--- src/rtl/add_pkg.sv ---
// Shared types and helpers for the multi-precision add/subtract sequencers.
package add_pkg;

  typedef enum logic [1:0] {
    IDLE = 2'd0,
    RUN  = 2'd1,
    DONE = 2'd2
  } state_t;

  localparam logic OP_SUB = 1'b0;
  localparam logic OP_ADD = 1'b1;

  function automatic int clog2(input int n);
    int r;
    r = 0;
    while ((1 << r) < n) r++;
    return r;
  endfunction

endpackage

--- src/rtl/add_word.sv ---
// One-word adder/subtractor: s = a + (add_sub ? b : ~b) + cin, with carry out and carry into the MSB.
module add_word
  import add_pkg::*;
#(
  parameter int WIDTH = 8
) (
  input  logic [WIDTH-1:0] a,
  input  logic [WIDTH-1:0] b,
  input  logic             cin,
  input  logic             add_sub,
  output logic [WIDTH-1:0] s,
  output logic             cout,
  output logic             c_msb
);

  logic [WIDTH-1:0] b_eff;
  logic [WIDTH:0]   sum;

  always_comb begin
    b_eff = (add_sub == OP_ADD) ? b : ~b;
    sum   = {1'b0, a} + {1'b0, b_eff} + {{WIDTH{1'b0}}, cin};
    s     = sum[WIDTH-1:0];
    cout  = sum[WIDTH];
    // Sum bit = a ^ b ^ carry-in, so the MSB carry-in falls out of the sum bit.
    c_msb = s[WIDTH-1] ^ a[WIDTH-1] ^ b_eff[WIDTH-1];
  end

endmodule

--- src/rtl/add_seq.sv ---
// Multi-precision add/subtract sequencer: one WIDTH-bit word per clock through add_word, LSW first.
//   state | meaning
//   IDLE  | waiting for an operand request, in_ready high
//   RUN   | processing word idx, carry chained in carry_q
//   DONE  | result held on out_* until out_ready
module add_seq
  import add_pkg::*;
#(
  parameter int WIDTH  = 8,
  parameter int NWORDS = 4
) (
  input  logic                    clk,
  input  logic                    rst,
  input  logic                    in_valid,
  output logic                    in_ready,
  input  logic [NWORDS*WIDTH-1:0] in_a,
  input  logic [NWORDS*WIDTH-1:0] in_b,
  input  logic                    in_add_sub,
  input  logic                    in_carry,
  output logic                    out_valid,
  input  logic                    out_ready,
  output logic [NWORDS*WIDTH-1:0] out_result,
  output logic                    out_carry,
  output logic                    out_ovf,
  output logic                    busy
);

  localparam int IDXW = (clog2(NWORDS) < 1) ? 1 : clog2(NWORDS);
  localparam logic [IDXW-1:0] LAST_IDX = IDXW'(NWORDS - 1);

  typedef logic [NWORDS-1:0][WIDTH-1:0] words_t;

  state_t          state_q, state_d;
  words_t          a_q, a_d;
  words_t          b_q, b_d;
  words_t          result_q, result_d;
  logic            op_q, op_d;
  logic            carry_q, carry_d;
  logic [IDXW-1:0] idx_q, idx_d;
  logic            out_carry_q, out_carry_d;
  logic            out_ovf_q, out_ovf_d;

  logic [WIDTH-1:0] w_s;
  logic             w_cout;
  logic             w_cmsb;

  add_word #(.WIDTH(WIDTH)) u_add_word (
    .a       (a_q[idx_q]),
    .b       (b_q[idx_q]),
    .cin     (carry_q),
    .add_sub (op_q),
    .s       (w_s),
    .cout    (w_cout),
    .c_msb   (w_cmsb)
  );

  always_comb begin
    state_d     = state_q;
    a_d         = a_q;
    b_d         = b_q;
    result_d    = result_q;
    op_d        = op_q;
    carry_d     = carry_q;
    idx_d       = idx_q;
    out_carry_d = out_carry_q;
    out_ovf_d   = out_ovf_q;

    case (state_q)
      IDLE: begin
        if (in_valid) begin
          a_d     = in_a;
          b_d     = in_b;
          op_d    = in_add_sub;
          carry_d = in_carry;
          idx_d   = '0;
          state_d = RUN;
        end
      end
      RUN: begin
        result_d[idx_q] = w_s;
        carry_d         = w_cout;
        idx_d           = idx_q + IDXW'(1);
        if (idx_q == LAST_IDX) begin
          out_carry_d = w_cout;
          out_ovf_d   = w_cmsb ^ w_cout;
          idx_d       = '0;
          state_d     = DONE;
        end
      end
      DONE: begin
        if (out_ready) state_d = IDLE;
      end
      default: state_d = IDLE;
    endcase
  end

  always_ff @(posedge clk) begin
    if (rst) begin
      state_q     <= IDLE;
      a_q         <= '0;
      b_q         <= '0;
      result_q    <= '0;
      op_q        <= 1'b0;
      carry_q     <= 1'b0;
      idx_q       <= '0;
      out_carry_q <= 1'b0;
      out_ovf_q   <= 1'b0;
    end else begin
      state_q     <= state_d;
      a_q         <= a_d;
      b_q         <= b_d;
      result_q    <= result_d;
      op_q        <= op_d;
      carry_q     <= carry_d;
      idx_q       <= idx_d;
      out_carry_q <= out_carry_d;
      out_ovf_q   <= out_ovf_d;
    end
  end

  assign in_ready   = (state_q == IDLE);
  assign out_valid  = (state_q == DONE);
  assign busy       = (state_q != IDLE);
  assign out_result = result_q;
  assign out_carry  = out_carry_q;
  assign out_ovf    = out_ovf_q;

endmodule

--- config.mk ---
export PLATFORM = sky130hd
export DESIGN_NAME = add_seq
export DESIGN_NICKNAME = d
export VERILOG_FILES = /design/src/rtl/add_pkg.sv /design/src/rtl/add_word.sv /design/src/rtl/add_seq.sv
export SDC_FILE = /design/constraint.sdc
export NUM_CORES = 1
export LEC_CHECK = 0
export ABC_AREA = 1
export BUFFER_PORTS_ARGS = -buffer_cell sky130_fd_sc_hd__buf_2
export CORE_AREA = 3 3 121 123
export DETAILED_ROUTE_END_ITERATION = 10
export DIE_AREA = 0 0 124 126
export GPL_TIMING_DRIVEN = 0
export PLACE_DENSITY = 0.61
export REMOVE_ABC_BUFFERS = 1
export SYNTH_ARGS = -nofsm -noshare
export SYNTH_HDL_FRONTEND = slang
export SYNTH_SLANG_ARGS = --single-unit
--- constraint.sdc ---
create_clock -name clk -period 2.7 [get_ports clk]
set_input_delay 0.405 -clock clk [delete_from_list [all_inputs] [get_ports clk]]
set_output_delay 0.405 -clock clk [all_outputs]
set_load 0.05 [all_outputs]
==> impl_metrics.csv, run 1 <==
group,metric,value,unit
sta,timing.final.max_slew_violations,0,
clock_network,cts_buf_count,9,
floorplan,boundary_pin_count,107,
critical_path,cp_cell_sequence,"clkinv_8, o21ai_1, o22ai_2, xor2_2, fa_2, fa_2, nand3_2, nand2_2, nand2_1, nand2_1, a21oi_2, or2_4, nand3_2, nand2_2, inv_2",
clock_network,tritoncts_num_sinks,104,
global_routing,grt_antenna_before_repair,0,
place,gp_routability_congestion,0.778,
yosys,sequential_cell_area_fraction_in_the_yosys_report,44.0,%
clock_network,clockRootBuffer,"clkbuf_16",
cells_and_area,final_area,5920,um^2
critical_path,worst_ep_arrival_time,2.87,ns
routing,dr_total_vias,4306,
sta,skew,0.00464,ns
global_routing,wire_length_of_the_first_global_routing_pass,18800,um
floorplan,floorplan.rows,43,
critical_path,end_kind,"flip-flop",
global_routing,use_met3,3.14,%
sta,holdWs,0.301,ns
yosys,netlist_instances,639,
power,power.leakage,2.80,nW
clock_network,cts.hold.buffers_added,0,
clock_network,clock_path_buffers,2,
global_routing,grt_residual_overflow,0,
routing,routedWlPerCell,13.2,um
sta,totalNegativeSetupSlack,0,ns
sta,setup_repair_after_global_routing_missed_its_margin,"true",
floorplan,core-area,13800,um^2
cells_and_area,mostFrequentLayoutCells,"nor2_1, buf_2, dfxtp_1",
routing,drt-vias-per-instance,4.65,
yosys,synthDistinctLibCells,36,
critical_path,cp_class,"flip-flop to flip-flop",
floorplan,initial_utilization,34.3,%
floorplan,die_height,126,um
power,pd_cells,720,nW/um^2
place,detailed_place_hpwl,7860,um
clock_network,path_clk_slew,0.06,ns
routing,detailedRoute.firstIterationViolations,165,
cells_and_area,post_route_cells_drive_above_1_share,25.6,%
global_routing,grt_most_used_layer,"met2",
sta,max_slew_margin,26.5,%
clock_network,clk-insertion-delay-late,0.34,ns
global_routing,overall_track_demand_over_capacity_in_global_routing,15.2,%
critical_path,critical-path-max-stage-delay,0.42,ns
sta,final_hold_viol_count,0,
critical_path,slowest_cell_on_crit_path,"fa_2",
cells_and_area,final_common_cell,"nor2_1",
yosys,synth_warnings,0,
place,buffer_ports.inserted,106,
floorplan,fp.dieW,124,um
global_routing,global_route.usage.met1,21.8,%
sta,fmax,381,MHz
sta,worst_slew_pin_tran,1.10,ns
routing,routed_wirelength,12200,um
routing,drt_first_pass_iters,4,
floorplan,design.die.area,15600,um^2
routing,drc,0,
power,ir_worst_vdd,0.000298,V
global_routing,first_global_vias,3792,
sta,finalSetupViolCount,0,
place,place_area,5330,um^2
critical_path,worstSetupStartpointType,"flip-flop",
cells_and_area,layout_overhead_on_the_synthesized_area,25.1,%
yosys,avgSynthCellArea,7.40,um^2
yosys,ys_seq_elements,104,
clock_network,cts_tree,"built",
yosys,syn-cell-area,4730,um^2
global_routing,grt_start_max_net_pins,69,
sta,final_critical_path_setup_slack,0.0737,ns
outcome,status,"complete, no violations",
critical_path,crit_fanout,11,
hold_path,hp-class,"input port to flip-flop",
cells_and_area,finish.utilization,43.0,%
cells_and_area,total_nets_final,826,
sta,period_needed,2.63,ns
cells_and_area,diodes,0,
run,max_cap_viol_count,0,
place,pre_cts_slack,-1.52,ns
critical_path,cp_data_required_time,2.95,ns
clock_network,cts_htree_levels,3,
sta,layout_worst_path_cycle_share,97.3,%
global_routing,gr-usage-met2,23.2,%
routing,route.antenna.remaining_nets,0,
==> logic make-up after synthesis <==
| kind of cell | Yosys count | share of synthesized area, % |
|---|---|---|
| and+or+nand+nor | 262 | 23.1 |
| AOI/OAI and AO/OA | 169 | 19.8 |
| DFF | 104 | 44.0 |
| buffers and inverters | 80 | 7.30 |
| adders and majority gates | 13 | 3.76 |
| xor gates and xnor gates | 11 | 2.04 |
==> cell usage after synthesis (all sizes together) <==
cell type,number,area [um^2]
xnor2,1,8.76
o211ai,5,37.5
o21a,6,45.0
or2,2,12.5
o21bai,13,97.6
xor2,10,87.6
nand4,1,6.26
nand2,76,318
fa,2,40.0
o22ai,14,87.6
ha,11,138
a21oi,21,109
dfxtp,104,2080
nand3,19,110
a31oi,1,6.26
buf,20,119
o21ai,108,541
a211oi,1,12.5
clkinv,1,3.75
nor3,1,5.00
nor2,163,641
inv,43,161
clkbuf,16,61.3
==> per-stage QoR <==
step	power [mW]	cells
floorplan	2.52	603
global placement	2.81	889
detailed placement	2.82	890
CTS	4.17	914
global route	4.51	927
finish	4.26	927
==> area by class of cell <==
class / instances / area (um^2)
inverters: 44 / 191
fillers: 1507 / 7860
flip-flops and latches: 104 / 2090
multi-input cells: 455 / 2390
repair buffers: 128 / 727
well taps: 180 / 225
clock buffers: 12 / 246
clock inverters: 3 / 42.5
repair inverters: 1 / 8.76
==> registers in the layout, indices dropped and copies added, names as in the netlist <==
register    cells
a_q            32
b_q            32
carry_q         1
idx_q           2
op_q            1
out_carry       1
out_ovf         1
out_result     32
state_q         2
==> metal layers <==
| metal | up-vias | part of all wire, % |
|---|---|---|
| met5 | - | 0 |
| met4 | 0 | 1.4 |
| met3 | 12 | 5.9 |
| met2 | 106 | 44 |
| met1 | 1897 | 48 |
| li1 | 2291 | - |
==> worst paths after layout <==
path | from | endpoint | slack, ns | cells after the start
max | idx_q[0] | out_result[6] | 0.07 | 15
min | in_a[29] | a_q[29] | 0.30 | 3
max reg2reg | idx_q[0] | out_result[6] | 0.07 | 15
min reg2reg | out_result[1] | out_result[1] | 0.46 | 2
==> critical path, delay by kind of cell, from the launching register on <==
family / cells / cell delay [ns]
adders and majority gates: 2 / 0.81
and+or+nand+nor: 7 / 0.60
DFF: 1 / 0.41
AOI/OAI and AO/OA: 3 / 0.40
xor gates and xnor gates: 1 / 0.17
buffers and inverters: 2 / 0.12
==> where the power goes <==
part	internal, mW	switching (mW)	total [mW]
Sequential	1.65	0.0624	1.71
Clock	0.738	0.545	1.28
Combinational	0.468	0.795	1.26
==> what timing repair did <==
action | 4_1_cts | 5_1_grt
pin swaps | 8 | 24
gates cloned | 0 | 1
gates resized for setup | 13 | 28
buffers inserted | 9 | 12
setup endpoints to repair | 35 | 5
Note: power is estimated with default switching activity, not from simulation.
==> inputs of run 2 (changes only) <==
CELL_PAD_IN_SITES_DETAIL_PLACEMENT = 1   (was default)
CELL_PAD_IN_SITES_GLOBAL_PLACEMENT = 1   (was default)
PLACE_DENSITY = 0.79   (was 0.61)
==> run 2 against run 1 <==
  * Via count rose by 4.9%
  * Combinational power rose by 11%
  * Highest routed layer unchanged
  * Cell count fell by 0.11%
  * Sequential power barely moved
  * Utilization rose by 0.61 points
  * Global-route usage rose by 2.7 points
  * Hold slack got worse by 0.0084 ns
  * Maximum frequency fell by 2.1%
  * First-iteration DRC count fell by 27%
  * Critical endpoint unchanged
  * Critical path depth did not move
  * Worst setup slack got worse by 0.057 ns
==> impl_metrics.csv, run 2 (synthesis results as in run 1) <==
group,metric,value,unit
outcome,status,"complete, no violations",
critical_path,crit_path_frequent_cell,"nand2_1",
sta,layout_worst_path_cycle_share,99.4,%
clock_network,cts_tree,"built",
place,gp_routability_congestion,0.848,
critical_path,critical-path-max-stage-delay,0.45,ns
clock_network,clockRootBuffer,"clkbuf_16",
critical_path,end_kind,"flip-flop",
cells_and_area,final_common_cell,"nor2_1",
global_routing,grt_residual_overflow,0,
cells_and_area,total_nets_final,824,
routing,detailedRoute.firstIterationViolations,121,
clock_network,tritoncts_num_sinks,104,
power,p_clk_share,28.4,%
clock_network,clock_path_buffers,2,
global_routing,overall_track_demand_over_capacity_in_global_routing,17.9,%
place,buffer_ports.inserted,106,
critical_path,cp_data_required_time,2.95,ns
routing,routedWlPerCell,15.3,um
run,max_cap_viol_count,0,
power,power.share.switching,34.9,%
critical_path,critical_path.endpoint,"out_result[6]",
sta,setup_repair_after_global_routing_missed_its_margin,"true",
cells_and_area,mostFrequentLayoutCells,"nor2_1, buf_2, dfxtp_1",
sta,skew,0.00665,ns
critical_path,cp_class,"flip-flop to flip-flop",
floorplan,die_height,126,um
place,detailed_place_hpwl,9310,um
sta,final_hold_viol_count,0,
power,power.total,4.36,mW
power,p_sw,1.52,mW
routing,routed_wirelength,14200,um
global_routing,wire_length_of_the_first_global_routing_pass,22300,um
routing,route.antenna.remaining_nets,0,
sta,finalSetupViolCount,0,
floorplan,design.die.area,15600,um^2
critical_path,startpoint,"idx_q[0]",
power,pd_cells,727,nW/um^2
clock_network,path_clk_slew,0.07,ns
sta,period_needed,2.68,ns
sta,max_slew_margin,24.2,%
cells_and_area,diodes,0,
critical_path,crit_fanout,5,
cells_and_area,sequential_cell_area,2090,um^2
floorplan,core-area,13800,um^2
power,power.internal,2.84,mW
floorplan,initial_utilization,34.3,%
cells_and_area,final_area,6000,um^2
global_routing,first_global_vias,4684,
sta,timing.final.max_slew_violations,0,
floorplan,boundary_pin_count,107,
global_routing,grt_start_max_net_pins,91,
critical_path,worstSetupStartpointType,"flip-flop",
global_routing,grt_antenna_before_repair,0,
critical_path,regToRegEndpoint,"out_result[6]",
critical_path,slowest_cell_on_crit_path,"dfxtp_4",
clock_network,clk-insertion-delay-late,0.35,ns
critical_path,worstRegToRegCells,15,
critical_path,cp_cell_sequence,"buf_8, o21ai_4, o22ai_2, xor2_2, fa_2, fa_2, nand3_2, nand2_2, nand2_1, nand2_1, a21oi_2, or2_4, nand3_1, nand2_1, inv_1",
clock_network,cts_htree_levels,3,
critical_path,worst_flop_to_flop_path_startpoint,"idx_q[0]",
floorplan,floorplan.rows,43,
cells_and_area,post_route_cells_drive_above_1_share,27.5,%
routing,drt_first_pass_iters,4,
hold_path,min_path_cells,3,
power,power.leakage,2.82,nW
power,power_frac_seq,39.5,%
cells_and_area,fillCellCount,1758,
sta,worst_slew_pin_tran,1.14,ns
routing,dr_total_vias,4518,
critical_path,worst_ep_arrival_time,2.93,ns
floorplan,fp.dieW,124,um
power,pwr-share-comb,32.1,%
cells_and_area,finish.utilization,43.6,%
hold_path,hp-start,"in_a[7]",
hold_path,hp-class,"input port to flip-flop",
power,ir_worst_vdd,0.000320,V
cells_and_area,multi_input_comb_area,2470,um^2
routing,drc,0,
place,place_area,5310,um^2
routing,drt-vias-per-instance,4.88,
sta,holdWs,0.292,ns
critical_path,r2r_setup_slack,0.02,ns
cells_and_area,layout_overhead_on_the_synthesized_area,26.9,%
sta,fmax,373,MHz
clock_network,cts_buf_count,9,
## run 2: power groups by stage
stage          sequential [mW]  combinational, mW  clock (mW)
5_1_grt                   1.73               1.55        1.32
3_3_place_gp              1.76               1.04           0
2_1_floorplan             1.83              0.688           0
6_report                  1.72               1.40        1.24
3_5_place_dp              1.76               1.08           0
4_1_cts                   1.72               1.17        1.27
## run 2: final cells by class
cell class / count / area share, %
Multi-Input combinational cell: 455 / 41.1
Timing Repair Buffer: 127 / 12.5
Tap cell: 180 / 3.75
Inverter: 44 / 3.17
Sequential cell: 104 / 34.8
Clock inverter: 5 / 0.542
Clock buffer: 11 / 4.04
## run 2: stage by stage
stage | std cells | setup TNS, ns | setup WS, ns
after floorplan | 603 | -5.76 | -0.526
after global placement | 889 | -47.80 | -1.49
after detailed placement | 889 | -38.55 | -1.52
after CTS | 916 | 0 | 0.00194
after global routing | 926 | -1.15 | -0.148
final | 926 | 0 | 0.0168
## run 2: worst min path at each step
stage | slack [ns] | to
3_3_place_gp | 0.45 | out_result[9]
2_1_floorplan | 0.45 | b_q[16]
5_1_grt | 0.31 | a_q[29]
6_report | 0.29 | a_q[7]
4_1_cts | 0.29 | a_q[7]
3_5_place_dp | 0.46 | out_result[8]
## run 2: worst max-delay path, delay by kind of cell (launching register included)
| kind | cells | cell delay [ns] |
|---|---|---|
| DFF | 1 | 0.45 |
| xor gates and xnor gates | 1 | 0.11 |
| and+or+nand+nor | 7 | 0.59 |
| adders and majority gates | 2 | 0.82 |
| AOI/OAI and AO/OA | 3 | 0.41 |
| buffers and inverters | 2 | 0.21 |
## run 2: what timing repair did
action,in CTS,in global routing
pin swaps,11,30
hold buffers,0,0
hold endpoints to repair,0,0
gates resized for setup,18,42
setup endpoints to repair,35,14
setup buffers,11,10
cloned,0,1
## run 2: routing by layer
layer,routed length [um],track usage (%)
met1,6310,22.4
met2,7170,31.6
met3,500,2.78
met4,192,5.48
met5,0,0
